<file path="src/rtl/ddr_package.sv">
// Shared types and default timing for the DDR column-command path.
// Holds the request encoding, scheduler states and the turnaround rule.
package ddr_package;

  typedef enum logic [1:0] {
    NONE  = 2'b00,
    READ  = 2'b01,
    WRITE = 2'b10
  } rw_t;

  typedef enum logic [1:0] {
    S_IDLE,
    S_WAIT_RCD,
    S_WAIT_GAP,
    S_ISSUE
  } cas_sched_state_t;

  typedef struct packed {
    rw_t        rw;
    logic [3:0] bank;
  } cas_cmd_t;

  localparam int DEF_T_CCD = 4;
  localparam int DEF_T_RTW = 10;
  localparam int DEF_T_WTR = 15;

  // Minimum cycles between the previous accepted CAS and the head, by type pair.
  function automatic int required_gap(rw_t last, rw_t head, int t_ccd, int t_rtw, int t_wtr);
    if (last == NONE)      return 0;
    else if (last == head) return t_ccd;
    else if (last == READ) return t_rtw;
    else                   return t_wtr;
  endfunction

endpackage

</file>
<file path="src/rtl/cas_pending_fifo.sv">
// Pending CAS queue; every stored entry counts its ACT-to-CAS delay down to 0.
// Head fields are combinational from state; a push while full must be gated by the caller.
module cas_pending_fifo
  import ddr_package::*;
#(
  parameter int DEPTH = 8,
  parameter int CNT_W = 6
) (
  input  logic                   clock_t,
  input  logic                   reset,
  input  logic                   push,
  input  cas_cmd_t               push_cmd,
  input  logic [CNT_W-1:0]       push_rcd,
  input  logic                   pop,
  output cas_cmd_t               head_cmd,
  output logic                   head_rcd_ready,
  output logic                   next_rcd_ready,
  output logic [$clog2(DEPTH):0] count,
  output logic                   full,
  output logic                   empty
);

  localparam int PTR_W = $clog2(DEPTH);
  localparam logic [PTR_W:0] FULL_CNT = (PTR_W+1)'(DEPTH);

  cas_cmd_t         cmd_q [DEPTH];
  cas_cmd_t         cmd_d [DEPTH];
  logic [CNT_W-1:0] rcd_q [DEPTH];
  logic [CNT_W-1:0] rcd_d [DEPTH];
  logic [PTR_W-1:0] wr_ptr_q, wr_ptr_d, rd_ptr_q, rd_ptr_d, rd_nxt;
  logic [PTR_W:0]   count_q, count_d;

  assign rd_nxt = rd_ptr_q + 1'b1;

  always_comb begin
    cmd_d    = cmd_q;
    wr_ptr_d = wr_ptr_q;
    rd_ptr_d = rd_ptr_q;
    count_d  = count_q;
    for (int i = 0; i < DEPTH; i++) begin
      rcd_d[i] = (rcd_q[i] != '0) ? rcd_q[i] - 1'b1 : '0;
    end
    if (push) begin
      cmd_d[wr_ptr_q] = push_cmd;
      rcd_d[wr_ptr_q] = push_rcd;
      wr_ptr_d        = wr_ptr_q + 1'b1;
    end
    if (pop) begin
      rd_ptr_d = rd_nxt;
    end
    case ({push, pop})
      2'b10:   count_d = count_q + 1'b1;
      2'b01:   count_d = count_q - 1'b1;
      default: count_d = count_q;
    endcase
  end

  always_ff @(posedge clock_t) begin
    if (reset) begin
      wr_ptr_q <= '0;
      rd_ptr_q <= '0;
      count_q  <= '0;
    end else begin
      wr_ptr_q <= wr_ptr_d;
      rd_ptr_q <= rd_ptr_d;
      count_q  <= count_d;
    end
  end

  // Payload needs no reset: only slots inside the count window are ever read.
  always_ff @(posedge clock_t) begin
    cmd_q <= cmd_d;
    rcd_q <= rcd_d;
  end

  assign head_cmd       = cmd_q[rd_ptr_q];
  assign head_rcd_ready = (rcd_q[rd_ptr_q] == '0);
  assign next_rcd_ready = (rcd_q[rd_nxt] <= CNT_W'(1));
  assign count          = count_q;
  assign full           = (count_q == FULL_CNT);
  assign empty          = (count_q == '0);

endmodule

</file>
<file path="src/rtl/cas_scheduler.sv">
// Releases queued CAS commands once ACT-to-CAS delay and CAS/turnaround gaps are met.
// cas_valid/cas_rw/cas_bank are registered and hold until cas_accept; pushes while full drop.
module cas_scheduler
  import ddr_package::*;
#(
  parameter int DEPTH = 8,
  parameter int CNT_W = 6,
  parameter int T_CCD = DEF_T_CCD,
  parameter int T_RTW = DEF_T_RTW,
  parameter int T_WTR = DEF_T_WTR
) (
  input  logic             clock_t,
  input  logic             reset,
  input  logic             act_rdy,
  input  logic [1:0]       act_rw,
  input  logic [3:0]       act_bank,
  input  logic [CNT_W-1:0] cas_delay,
  output logic             cas_valid,
  output logic [1:0]       cas_rw,
  output logic [3:0]       cas_bank,
  input  logic             cas_accept,
  output logic             q_full,
  output logic             cas_idle,
  output logic             overflow
);

  localparam logic [CNT_W-1:0] GAP_MAX = '1;
  localparam int               CW      = $clog2(DEPTH) + 1;

  cas_sched_state_t state_q, state_d;
  rw_t              last_rw_q, last_rw_d, cas_rw_q, cas_rw_d;
  logic [CNT_W-1:0] gap_q, gap_d, gap_nxt, push_rcd;
  logic [3:0]       cas_bank_q, cas_bank_d;
  logic             cas_valid_q, cas_valid_d, overflow_q, overflow_d;

  cas_cmd_t         push_cmd, head_cmd;
  logic             head_rcd_ready, next_rcd_ready, fifo_full, fifo_empty;
  logic [CW-1:0]    fifo_count;
  logic             push_req, push, pop, gap_ready, empty_after_pop, ready_after_pop;

  assign push_req        = act_rdy && (act_rw == READ || act_rw == WRITE);
  assign pop             = cas_valid_q && cas_accept;
  assign push            = push_req && (!fifo_full || pop);
  assign push_cmd        = '{rw: rw_t'(act_rw), bank: act_bank};
  assign push_rcd        = (cas_delay == '0) ? '0 : cas_delay - 1'b1;
  assign empty_after_pop = (fifo_count == CW'(1)) && !push;
  assign ready_after_pop = (fifo_count > CW'(1)) ? next_rcd_ready : (cas_delay <= CNT_W'(1));

  // Readiness looks at the count the head would see in the cycle cas_valid rises.
  assign gap_nxt   = (gap_q == GAP_MAX) ? gap_q : gap_q + 1'b1;
  assign gap_ready = int'(gap_nxt) >= required_gap(last_rw_q, head_cmd.rw, T_CCD, T_RTW, T_WTR);

  cas_pending_fifo #(.DEPTH(DEPTH), .CNT_W(CNT_W)) u_fifo (
    .clock_t        (clock_t),
    .reset          (reset),
    .push           (push),
    .push_cmd       (push_cmd),
    .push_rcd       (push_rcd),
    .pop            (pop),
    .head_cmd       (head_cmd),
    .head_rcd_ready (head_rcd_ready),
    .next_rcd_ready (next_rcd_ready),
    .count          (fifo_count),
    .full           (fifo_full),
    .empty          (fifo_empty)
  );

  always_comb begin
    state_d     = state_q;
    last_rw_d   = last_rw_q;
    gap_d       = gap_nxt;
    cas_valid_d = cas_valid_q;
    cas_rw_d    = cas_rw_q;
    cas_bank_d  = cas_bank_q;
    overflow_d  = overflow_q || (push_req && fifo_full && !pop);
    case (state_q)
      S_IDLE: begin
        if (push) state_d = S_WAIT_RCD;
      end
      S_WAIT_RCD, S_WAIT_GAP: begin
        if (head_rcd_ready && gap_ready) begin
          state_d     = S_ISSUE;
          cas_valid_d = 1'b1;
          cas_rw_d    = head_cmd.rw;
          cas_bank_d  = head_cmd.bank;
        end else if (head_rcd_ready) begin
          state_d = S_WAIT_GAP;
        end
      end
      S_ISSUE: begin
        if (pop) begin
          last_rw_d   = cas_rw_q;
          gap_d       = CNT_W'(1);
          cas_valid_d = 1'b0;
          cas_rw_d    = NONE;
          cas_bank_d  = '0;
          if (empty_after_pop)      state_d = S_IDLE;
          else if (ready_after_pop) state_d = S_WAIT_GAP;
          else                      state_d = S_WAIT_RCD;
        end
      end
      default: state_d = S_IDLE;
    endcase
  end

  always_ff @(posedge clock_t) begin
    if (reset) begin
      state_q     <= S_IDLE;
      last_rw_q   <= NONE;
      gap_q       <= GAP_MAX;
      cas_valid_q <= 1'b0;
      cas_rw_q    <= NONE;
      cas_bank_q  <= '0;
      overflow_q  <= 1'b0;
    end else begin
      state_q     <= state_d;
      last_rw_q   <= last_rw_d;
      gap_q       <= gap_d;
      cas_valid_q <= cas_valid_d;
      cas_rw_q    <= cas_rw_d;
      cas_bank_q  <= cas_bank_d;
      overflow_q  <= overflow_d;
    end
  end

  assign cas_valid = cas_valid_q;
  assign cas_rw    = cas_rw_q;
  assign cas_bank  = cas_bank_q;
  assign q_full    = fifo_full;
  assign cas_idle  = fifo_empty && (state_q == S_IDLE);
  assign overflow  = overflow_q;

endmodule
</file>
<file path="config.mk">
export PLATFORM = sky130hd
export DESIGN_NAME = cas_scheduler
export DESIGN_NICKNAME = d
export VERILOG_FILES = /design/src/rtl/ddr_package.sv /design/src/rtl/cas_pending_fifo.sv /design/src/rtl/cas_scheduler.sv
export SDC_FILE = /design/constraint.sdc
export NUM_CORES = 1
export LEC_CHECK = 0
export BUFFER_PORTS_ARGS = -buffer_cell sky130_fd_sc_hd__buf_2
export CORE_UTILIZATION = 51
export DETAILED_ROUTE_END_ITERATION = 10
export PLACE_DENSITY = 0.77
export SYNTH_ARGS = -nofsm -noshare
export SYNTH_HDL_FRONTEND = slang
export SYNTH_HIERARCHICAL = 1
export SYNTH_SLANG_ARGS = --single-unit
</file>
<file path="constraint.sdc">
create_clock -name clock_t -period 4.8 [get_ports clock_t]
set_input_delay 0.48 -clock clock_t [delete_from_list [all_inputs] [get_ports clock_t]]
set_output_delay 0.48 -clock clock_t [all_outputs]
set_load 0.02 [all_outputs]
</file>
==> results of run 1 <==
[through the flow]
step	util [%]	setup slack [ps]	instance area [um^2]	total power, mW
CTS	60.1	1360	6990	4.07
detailed placement	55.3	1410	6430	2.85
floorplan	-	1570	6170	2.57
global route	60.1	1140	6990	4.31
global placement	55.3	1560	6430	2.78
finish	60.1	1370	6990	4.07
[flip-flops by register name (all words and copies together), names as in the netlist, 2 cells and up]
| signal | cells |
|---|---|
| cas_bank | 4 |
| cas_rw | 2 |
| gap_q | 6 |
| last_rw_q | 2 |
| state_q | 2 |
| u_fifo/cmd_q | 48 |
| u_fifo/count | 4 |
| u_fifo/rcd_q | 48 |
| u_fifo/rd_ptr_q | 3 |
| u_fifo/wr_ptr_q | 3 |
[worst paths after layout]
check                     end          startpoint  slack, ps
max                 cas_rw[0]  u_fifo/rd_ptr_q[0]       1370
min                  overflow             act_rdy        340
max reg2reg         cas_rw[0]  u_fifo/rd_ptr_q[0]       1370
min reg2reg  u_fifo/rcd_q[36]    u_fifo/rcd_q[36]        480
[power groups by stage]
stage / Combinational (mW) / Sequential, mW / Clock (mW)
5_1_grt: 1.39 / 1.66 / 1.26
4_1_cts: 1.24 / 1.61 / 1.22
6_report: 1.24 / 1.62 / 1.20
3_3_place_gp: 1.17 / 1.62 / 0
2_1_floorplan: 0.997 / 1.57 / 0
3_5_place_dp: 1.22 / 1.63 / 0
[cell usage in the layout, fill, tap and decap left out, types with 19 or more instances in the layout]
cell type / instances
nand2_1: 81
dfxtp_1: 76
edfxtp_1: 48
nor2_1: 46
inv_1: 38
buf_2: 25
ha_1: 23
o21ai_0: 20
nor3_1: 19
[synth_stat cells, types with 18 or more instances]
cell / instances / area share [%]
xnor2_1: 18 / 2.6
ha_1: 23 / 4.7
o31ai_1: 18 / 2.2
a21oi_1: 18 / 1.5
nor2_1: 46 / 2.8
nand2_1: 81 / 4.9
o21ai_0: 20 / 1.6
nor3_1: 19 / 1.5
inv_1: 38 / 2.3
dfxtp_1: 76 / 25
edfxtp_1: 48 / 23
o21ai_1: 18 / 1.5
[cell type report]
cell class              instances  share of cell area [%]
clock buffers                  18                    6.14
clock inverters                14                    1.84
inverters                      41                    2.20
multi-input cells             418                    42.3
flip-flops and latches        124                    42.4
well taps                     143                    2.56
repair buffers                 32                    2.54
[tightest hold or removal path, cell delays in order]
cell	delay (ps)
buf_2	90
a41oi_1	80
nor2_1	70
[layer usage]
| layer | wire [um] | part of all wire, % | track usage [%] |
|---|---|---|---|
| met4 | 303 | 2.2 | 9.69 |
| met5 | 0 | 0 | 0 |
| met3 | 541 | 4.0 | 4.59 |
| met1 | 5940 | 44 | 28.4 |
| met2 | 6760 | 50 | 38.9 |
[kinds of logic (layout without fill, tap and decap cells)]
kind of cell / after synthesis / after routing / share of synthesized area, %
flip-flops: 124 / 124 / 48.0
AO/OA/AOI/OAI: 111 / 111 / 12.8
adder cells (fa/ha/maj): 24 / 24 / 4.98
AND/OR/NAND/NOR: 224 / 224 / 18.5
XOR/XNOR: 27 / 27 / 3.83
buffers and inverters: 60 / 105 / 4.17
multiplexers: 32 / 32 / 7.76
==> out/qor.csv, run 1 <==
stage,metric,value,unit
setup_path,Critical path buffers and inverters,2,
logic_synthesis,Syn Nets,642,
global_route,GR Overflow Total,0,
finish,fin cells,790,
global_route,initial antenna violation count,0,
power_and_ir_drop,Seq pwr share,39.9,%
clock_network,CTS tree,done,
finish,FF+latch area,0.00296,mm^2
clock_network,clock sinks,124,
detailed_routing,initial DRC count,363,
detailed_routing,DR WL/cell,17.1,um
clock_network,H-tree Lvls,4,
status,violated checks,design-rule violations,
setup_path,Crit path arrival time,3790,ps
finish,Ant. Diodes,0,
status,status,"finished, violations left",
place,Post-DP HPWL,9310,um
clock_network,Post-CTS Setup Bufs,0,
setup_path,CP Capture Type,register,
global_route,first-pass GRT wire length,22200,um
logic_synthesis,Async SR Flop Fraction,0,%
timing,Hold WS,339,ps
detailed_routing,drt first pass iters,9,
die,Die Span Y,112,um
detailed_routing,# DRC,2,
timing,measured slew at the worst slew-check pin,1260,ps
logic_synthesis,Mean Syn Cell Area,10.3,um^2
die,area of the core,0.0116,mm^2
logic_synthesis,Synth Flop Type,dfxtp_1,
run,MaxCap Viol Count,0,
clock_network,clk buf depth,2,
die,IO Pins,26,
timing,period utilization,71.5,%
finish,area grow syn2layout,13.1,%
power_and_ir_drop,Net Sw Power,1.39,mW
logic_synthesis,"EDFF count, synth",48,
global_route,vias in the first global route,4458,
clock_network,Clock Pin Slew Worst Setup and Hold Paths,60,ps
detailed_routing,Final ANT Viol Nets,0,
setup_path,"slowest stage delay, CP",650,ps
place,Cells after DPL,758,
power_and_ir_drop,Pint,2.67,mW
die,Initial Utilization,53.2,%
clock_network,# hold bufs at CTS,0,
timing,Final Skew,5.26,ps
timing,Final Critical Period,3430,ps
power_and_ir_drop,Power Density,582,mW/mm^2
logic_synthesis,"flops & latches, synth",124,
setup_path,Crit path max-delay family,compound AO/OA/AOI/OAI gates,
setup_path,Worst setup SP type,register,
die,Die Wd,112,um
timing,RSZ-0062 raised after global routing,false,
clock_network,PostCTS Resize Cnt,0,
die,row count,39,
finish,share of cells above drive strength 1,15.8,%
setup_path,critical path type,register to register,
setup_path,WP data required,5150,ps
power_and_ir_drop,Net Sw Frac,34.2,%
logic_synthesis,sequential area share after synthesis,48.0,%
logic_synthesis,Mapped Cells,602,
setup_path,worst-path maximum fanout,9,
power_and_ir_drop,leak pwr,2.63,nW
place,GPL Wtd Cong,0.833,
global_route,gr usage total,22.8,%
detailed_routing,vias per inst,5.90,
detailed_routing,Vias,4664,
timing,setup_tns,0,ps
worst_hold_path,Hold WC Path Type,input port to register,
clock_network,TritonCTS Buffers,17,
clock_network,clk_lat worst skew,410,ps
setup_path,"Critical Path, Cell by Cell",mux4_2 -> mux2_2 -> inv_1 -> o21ai_0 -> a22oi_1 -> ha_1 -> clkinv_1 -> o2111ai_2 -> o2111ai_4 -> a21oi_2 -> a22o_1,
power_and_ir_drop,Gate power share,30.5,%
setup_path,CP max-delay cell,dfxtp_1,
logic_synthesis,"Distinct cells, synth",73,
finish,# fillers,935,
setup_path,Reg2Reg Depth,11,
timing,final setup vio count,0,
clock_network,clock root buffer,clkbuf_16,
die,full die area,0.0126,mm^2
global_route,pin count of the biggest net entering global routing,19,
timing,Final Hold Fails,0,
logic_synthesis,Mapped Area,0.00617,mm^2
timing,Worst slew margin,15.7,%
detailed_routing,WL final,13500,um
power_and_ir_drop,Clk pwr share,29.6,%
worst_hold_path,hold path cells,3,
finish,area of the multi-input gates,0.00295,mm^2
finish,final net count,674,
setup_path,Worst path depth,11,
timing,"Slew Viols, Final",0,
power_and_ir_drop,Peak supply drop,402,uV
place,IO buf count,25,
timing,Achievable Freq,291,MHz
logic_synthesis,Synthesis Warnings,6,
Power figures use the tool's default switching activity.
==> run 2, diff against run 1 <==
- clock period: 4.8 -> 3.4 ns (I/O delays scaled with it)
==> run 2 against run 1 <==
The run still ends with design-rule violations left. Worst hold slack lost 150 ps. Register-to-register slack lost 1100 ps. Total power up 48%. Flip-flop and latch count did not move. Final cell count increased by 0.89%. Largest cell class unchanged.
==> out/qor.csv, run 2 (synthesized netlist as in run 1, its figures left out) <==
stage,metric,value,unit,change
timing,final setup vio count,0,,unchanged
clock_network,clock sinks,124,,unchanged
die,Initial Utilization,53.2,%,unchanged
global_route,vias in the first global route,4689,,"was 4,458"
finish,"commonest non-fill, non-tap cell in the layout",nand2_1,,unchanged
setup_path,Crit path arrival time,3460,ps,was 3790 ps
global_route,GR Overflow Total,0,,unchanged
power_and_ir_drop,leak pwr,2.71,nW,was 2.63 nW
power_and_ir_drop,Pint,4.06,mW,was 2.67 mW
power_and_ir_drop,Clk pwr share,32.8,%,was 29.6%
die,Die Wd,112,um,unchanged
place,GPL Wtd Cong,0.864,,was 0.833
status,status,"finished, violations left",,unchanged
die,row count,39,,unchanged
timing,Achievable Freq,316,MHz,was 291 MHz
detailed_routing,vias per inst,5.81,,was 5.90
detailed_routing,WL final,13500,um,about the same
worst_hold_path,Hold WC Path Type,input port to register,,unchanged
global_route,gr usage total,22.8,%,about the same
setup_path,Reg2Reg Depth,10,,was 11
finish,share of cells above drive strength 1,16.8,%,was 15.8%
clock_network,Post-CTS Setup Bufs,0,,unchanged
setup_path,FF-to-FF setup slack,240,ps,was 1370 ps
timing,Worst slew margin,43.2,%,was 15.7%
detailed_routing,# DRC,2,,unchanged
global_route,pin count of the biggest net entering global routing,19,,unchanged
detailed_routing,drt first pass iters,8,,was 9
power_and_ir_drop,Peak supply drop,580,uV,was 402 uV
die,area of the core,0.0116,mm^2,unchanged
clock_network,TritonCTS Buffers,17,,unchanged
setup_path,Worst setup SP type,register,,unchanged
finish,most frequent cells in the layout,"nand2_1, dfxtp_1, edfxtp_1, nor2_1, inv_1",,unchanged
setup_path,"slowest stage delay, CP",600,ps,was 650 ps
setup_path,CP Capture Type,register,,unchanged
timing,period utilization,93.0,%,was 71.5%
setup_path,worst-path maximum fanout,9,,unchanged
setup_path,CP max-delay cell,dfxtp_1,,unchanged
clock_network,CTS tree,done,,unchanged
timing,setup_tns,0,ps,unchanged
global_route,initial antenna violation count,0,,unchanged
power_and_ir_drop,Net Sw Power,1.97,mW,was 1.39 mW
finish,area grow syn2layout,15.5,%,was 13.1%
finish,Post-Layout Inst Area,0.00713,mm^2,was 0.00699 mm^2
clock_network,clock root buffer,clkbuf_16,,unchanged
clock_network,clk_lat worst skew,420,ps,was 410 ps
clock_network,clk buf depth,2,,unchanged
run,MaxCap Viol Count,0,,unchanged
clock_network,H-tree Lvls,4,,unchanged
clock_network,Clock Pin Slew Worst Setup and Hold Paths,60,ps,about the same
finish,# fillers,902,,was 935
die,Die Span Y,112,um,unchanged
timing,Final Hold Fails,0,,unchanged
setup_path,"Critical Path, Cell by Cell",mux4_2 -> mux2_2 -> xnor2_1 -> a21boi_0 -> ha_1 -> nor2b_1 -> o2111ai_2 -> o2111ai_4 -> a21oi_2 -> or3b_1,,was mux4_2 -> mux2_2 -> inv_1 -> o21ai_0 -> a22oi_1 -> ha_1 -> clkinv_1 -> o2111ai_2 -> o2111ai_4 -> a21oi_2 -> a22o_1
die,IO Pins,26,,unchanged
finish,final net count,681,,was 674
place,Post-DP HPWL,9150,um,was 9310 um
power_and_ir_drop,Gate power share,29.2,%,was 30.5%
finish,Ant. Diodes,0,,unchanged
timing,RSZ-0062 raised after global routing,false,,unchanged
detailed_routing,Vias,4633,,"was 4,664"
worst_hold_path,hold path cells,1,,was 3
power_and_ir_drop,Seq pwr share,38.0,%,was 39.9%
power_and_ir_drop,Power Density,844,mW/mm^2,was 582 mW/mm^2
timing,Final Critical Period,3160,ps,was 3430 ps
setup_path,WP data required,3700,ps,was 5150 ps
power_and_ir_drop,Net Sw Frac,32.6,%,was 34.2%
setup_path,critical path type,register to register,,unchanged
place,IO buf count,25,,unchanged
detailed_routing,initial DRC count,289,,was 363
global_route,first-pass GRT wire length,22100,um,"was 22,200 um"
timing,measured slew at the worst slew-check pin,852,ps,was 1260 ps
timing,Final Skew,7.49,ps,was 5.26 ps
detailed_routing,Final ANT Viol Nets,0,,unchanged
status,violated checks,design-rule violations,,unchanged
timing,"Slew Viols, Final",0,,unchanged
place,area post-placement,0.00648,mm^2,was 0.00643 mm^2
die,full die area,0.0126,mm^2,unchanged
finish,top flop regs,"u_fifo/cmd_q: 48 flops, u_fifo/rcd_q: 48 flops, gap_q: 6 flops",,unchanged
detailed_routing,DR WL/cell,16.9,um,was 17.1 um
[run 2: cell types whose count changed in the layout (fill, tap and decap cells not counted)]
cell        delta
dfxtp_2        +1
clkinv_4       +1
dfxtp_1        -1
clkbuf_1       +1
clkbuf_8       +2
clkinvlp_4     -1
clkinv_2       -5
buf_4          +7
bufinv_16      +3
clkinv_1       -1
[run 2: per-layer routing]
| layer | routed length, um | track usage [%] |
|---|---|---|
| met1 | 5910 | 27.1 |
| met2 | 6670 | 39.3 |
| met3 | 670 | 6.16 |
| met4 | 211 | 9.07 |
| met5 | 0 | 0 |
[run 2: power groups by stage]
stage	Sequential, mW	Combinational, mW	Clock [mW]
2_1_floorplan	2.22	1.41	0
3_3_place_gp	2.28	1.64	0
3_5_place_dp	2.30	1.74	0
4_1_cts	2.28	1.76	2.01
5_1_grt	2.34	1.97	2.07
6_report	2.29	1.76	1.97
[run 2: timing repair]
action | CTS | global route
hold buffers | 0 | 0
resized for setup | 0 | 1
setup endpoints to repair | 0 | 7
[run 2: final cells by class]
type                    count  area (um^2)  share of cell area [%]
inverters                  41          154                    2.16
well taps                 143          179                    2.51
clock inverters            11          191                    2.68
flip-flops and latches    124         2960                    41.6
clock buffers              21          460                    6.46
multi-input cells         418         2950                    41.4
repair buffers             39          230                    3.23
[run 2: path summary, 6_finish.rpt]
kind | start | to
max | u_fifo/rd_ptr_q[1] | cas_valid
min | act_bank[2] | u_fifo/cmd_q[14]
max reg2reg | u_fifo/rd_ptr_q[1] | cas_valid
min reg2reg | cas_bank[0] | cas_bank[0]
[run 2: through the flow]
step | setup slack, ps | utilization, % | std cells | hold WS, ps | power (mW)
floorplan | 171 | - | 602 | 409 | 3.63
global placement | 323 | 55.8 | 765 | 453 | 3.92
detailed placement | 162 | 55.8 | 765 | 464 | 4.04
CTS | 144 | 61.4 | 797 | 167 | 6.05
global route | 114 | 61.4 | 797 | 184 | 6.38
finish | 237 | 61.4 | 797 | 191 | 6.02
[run 2: worst max-delay path: cells and delay by family, from the launching register on]
kind            cells  cell delay (ps)
xor+xnor            1              140
flops               1              600
mux                 2              700
fa+ha+maj           1              270
compound gates      4              690
simple gates        2              630
==> run 3, diff against run 2 <==
- BUFFER_PORTS_ARGS: -buffer_cell sky130_fd_sc_hd__buf_2 -> -buffer_cell sky130_fd_sc_hd__buf_4
- GPL_TIMING_DRIVEN: unset -> 0
- REMOVE_ABC_BUFFERS: unset -> 1
==> run 3 against run 2 <==
The flow still finishes with violations (design-rule violations). Die area unchanged. Flip-flop and latch count stayed put. Clock power decreased by 18%. Final cell count is 1.6% lower. Critical path depth unchanged. Sequential share of layout area grew 0.83 points. Worst hold slack got worse by 39 ps. Highest routed layer unchanged. Maximum frequency shrank 1.9%.
==> out/qor.csv, run 3 (synthesized netlist as in run 1, its figures left out) <==
stage,metric,value,unit,change
die,Die Wd,112,um,unchanged
timing,Final Skew,6.72,ps,was 7.49 ps
detailed_routing,Vias,4603,,"was 4,633"
place,Cells after DPL,751,,was 765
timing,setup ws final,175,ps,was 237 ps
die,Die Span Y,112,um,unchanged
global_route,most crowded layer after global routing,met2,,unchanged
finish,final core utilization,60.3,%,was 61.4%
detailed_routing,# DRC,4,,was 2
die,Initial Utilization,53.2,%,unchanged
setup_path,worst-path maximum fanout,18,,was 9
setup_path,"Critical Path, Cell by Cell",mux4_2 -> mux2_2 -> xnor2_1 -> a21boi_0 -> ha_1 -> nor2b_1 -> o2111ai_2 -> o2111ai_4 -> a21oi_2 -> or3b_1,,unchanged
finish,final net count,668,,was 681
worst_hold_path,Hold WC Path Type,input port to register,,unchanged
clock_network,Clock Pin Slew Worst Setup and Hold Paths,60,ps,about the same
finish,fin cells,784,,was 797
die,full die area,0.0126,mm^2,unchanged
setup_path,launch point of the worst path,u_fifo/rd_ptr_q[1],,unchanged
global_route,first-pass GRT wire length,22100,um,unchanged
finish,Post-Layout Inst Area,0.00700,mm^2,was 0.00713 mm^2
setup_path,"slowest stage delay, CP",630,ps,was 600 ps
power_and_ir_drop,Overall Power,5.67,mW,was 6.02 mW
timing,period utilization,94.9,%,was 93.0%
finish,FF+latch area,0.00297,mm^2,was 0.00296 mm^2
global_route,GR Overflow Total,0,,unchanged
detailed_routing,drt first pass iters,9,,was 8
detailed_routing,initial DRC count,425,,was 289
setup_path,Crit path max-delay family,multiplexers,,unchanged
clock_network,clk buf depth,2,,unchanged
setup_path,CP Capture Type,register,,unchanged
setup_path,Worst setup SP type,register,,unchanged
finish,area of the multi-input gates,0.00296,mm^2,was 0.00295 mm^2
global_route,met1 GRT Util,26.5,%,was 27.1%
finish,share of cells above drive strength 1,16.2,%,was 16.8%
global_route,met3 usage,6.10,%,was 6.16%
finish,"commonest non-fill, non-tap cell in the layout",nand2_1,,unchanged
place,IO buf count,25,,unchanged
die,row count,39,,unchanged
setup_path,critical path type,register to register,,unchanged
timing,setup_tns,0,ps,unchanged
global_route,initial antenna violation count,0,,unchanged
detailed_routing,vias per inst,5.87,,was 5.81
timing,Hold WS,152,ps,was 191 ps
finish,Ant. Diodes,0,,unchanged
clock_network,clock sinks,124,,unchanged
setup_path,WP data required,3700,ps,about the same
status,violated checks,design-rule violations,,unchanged
finish,most frequent cells in the layout,"nand2_1, dfxtp_1, edfxtp_1, nor2_1, inv_1",,unchanged
timing,Final Hold Fails,0,,unchanged
clock_network,CTS tree,done,,unchanged
timing,Final Critical Period,3220,ps,was 3160 ps
setup_path,Crit path arrival time,3520,ps,was 3460 ps
status,status,"finished, violations left",,unchanged
timing,final setup vio count,0,,unchanged
timing,"Slew Viols, Final",0,,unchanged
place,Place WS,-631,ps,was 162 ps
worst_hold_path,hold path start,act_bank[3],,was act_bank[2]
global_route,gr usage total,22.8,%,about the same
die,IO Pins,26,,unchanged
power_and_ir_drop,leak pwr,2.60,nW,was 2.71 nW
power_and_ir_drop,Peak supply drop,442,uV,was 580 uV
detailed_routing,WL final,13200,um,"was 13,500 um"
timing,RSZ-0062 raised after global routing,false,,unchanged
global_route,pin count of the biggest net entering global routing,23,,was 19
timing,Achievable Freq,310,MHz,was 316 MHz
detailed_routing,DR WL/cell,16.8,um,was 16.9 um
detailed_routing,Final ANT Viol Nets,0,,unchanged
clock_network,clock root buffer,clkbuf_16,,unchanged
finish,area grow syn2layout,13.4,%,was 15.5%
global_route,GR Layer Usage met2,40.2,%,was 39.3%
finish,top flop regs,"u_fifo/cmd_q: 48 flops, u_fifo/rcd_q: 48 flops, gap_q: 6 flops",,unchanged
setup_path,Critical path buffers and inverters,0,,unchanged
clock_network,H-tree Lvls,4,,unchanged
die,area of the core,0.0116,mm^2,unchanged
global_route,vias in the first global route,4634,,"was 4,689"
run,MaxCap Viol Count,0,,unchanged
timing,Worst slew margin,7.21,%,was 43.2%
setup_path,CP max-delay cell,dfxtp_2,,was dfxtp_1
clock_network,# hold bufs at CTS,0,,unchanged
timing,measured slew at the worst slew-check pin,1380,ps,was 852 ps
place,Post-DP HPWL,8870,um,was 9150 um
place,area post-placement,0.00644,mm^2,was 0.00648 mm^2
place,GPL Wtd Cong,0.787,,was 0.864
clock_network,TritonCTS Buffers,17,,unchanged
clock_network,clk_lat worst skew,420,ps,about the same
setup_path,Reg2Reg Launch Point,u_fifo/rd_ptr_q[1],,unchanged
finish,# fillers,962,,was 902
power_and_ir_drop,Power Density,810,mW/mm^2,was 844 mW/mm^2
==> run 3: cell types whose count changed in the layout (fill, tap and decap cells not counted), moves of 3 or more <==
| cell | before | now |
|---|---|---|
| nor2_2 | 1 | 4 |
| clkinv_2 | 1 | 5 |
| buf_4 | 14 | 25 |
| buf_2 | 25 | 0 |
| bufinv_16 | 5 | 0 |
| nor2_1 | 46 | 43 |
==> run 3: where the power goes <==
| part | switching, mW | total [mW] | internal (mW) |
|---|---|---|---|
| clock | 0.671 | 1.62 | 0.946 |
| sequential | 0.373 | 2.29 | 1.91 |
| combinational | 0.960 | 1.77 | 0.811 |
==> run 3: worst paths after layout <==
path | to | slack (ps) | cells past startpoint
max | cas_valid | 180 | 10
min | u_fifo/cmd_q[39] | 150 | 1
max reg2reg | cas_valid | 180 | 10
min reg2reg | cas_bank[2] | 480 | 1
==> run 3: timing repair <==
action	CTS	global route
gates resized for setup	3	0
buffers inserted	0	1
setup endpoints to repair	8	7
==> run 3: layout make-up <==
| type | count | area share, % |
|---|---|---|
| repair buffers | 26 | 2.89 |
| multi-input cells | 418 | 42.3 |
| inverters | 41 | 2.20 |
| clock buffers | 18 | 6.27 |
| flip-flops and latches | 124 | 42.4 |
| clock inverters | 14 | 1.41 |
| well taps | 143 | 2.55 |
==> run 3: metal layers <==
metal | share of wire [%] | up-vias
met5 | 0 | -
met4 | 1.3 | 0
met3 | 4.3 | 17
met2 | 51 | 115
met1 | 43 | 2232
li1 | - | 2239
==> run 3: worst reg2reg max path, cell delays in order (launching register included) <==
cell and delay, ps:
dfxtp_2 630, mux4_2 390, mux2_2 340, xnor2_1 150
a21boi_0 190, ha_1 260, nor2b_1 270, o2111ai_2 170
o2111ai_4 170, a21oi_2 180, or3b_1 370
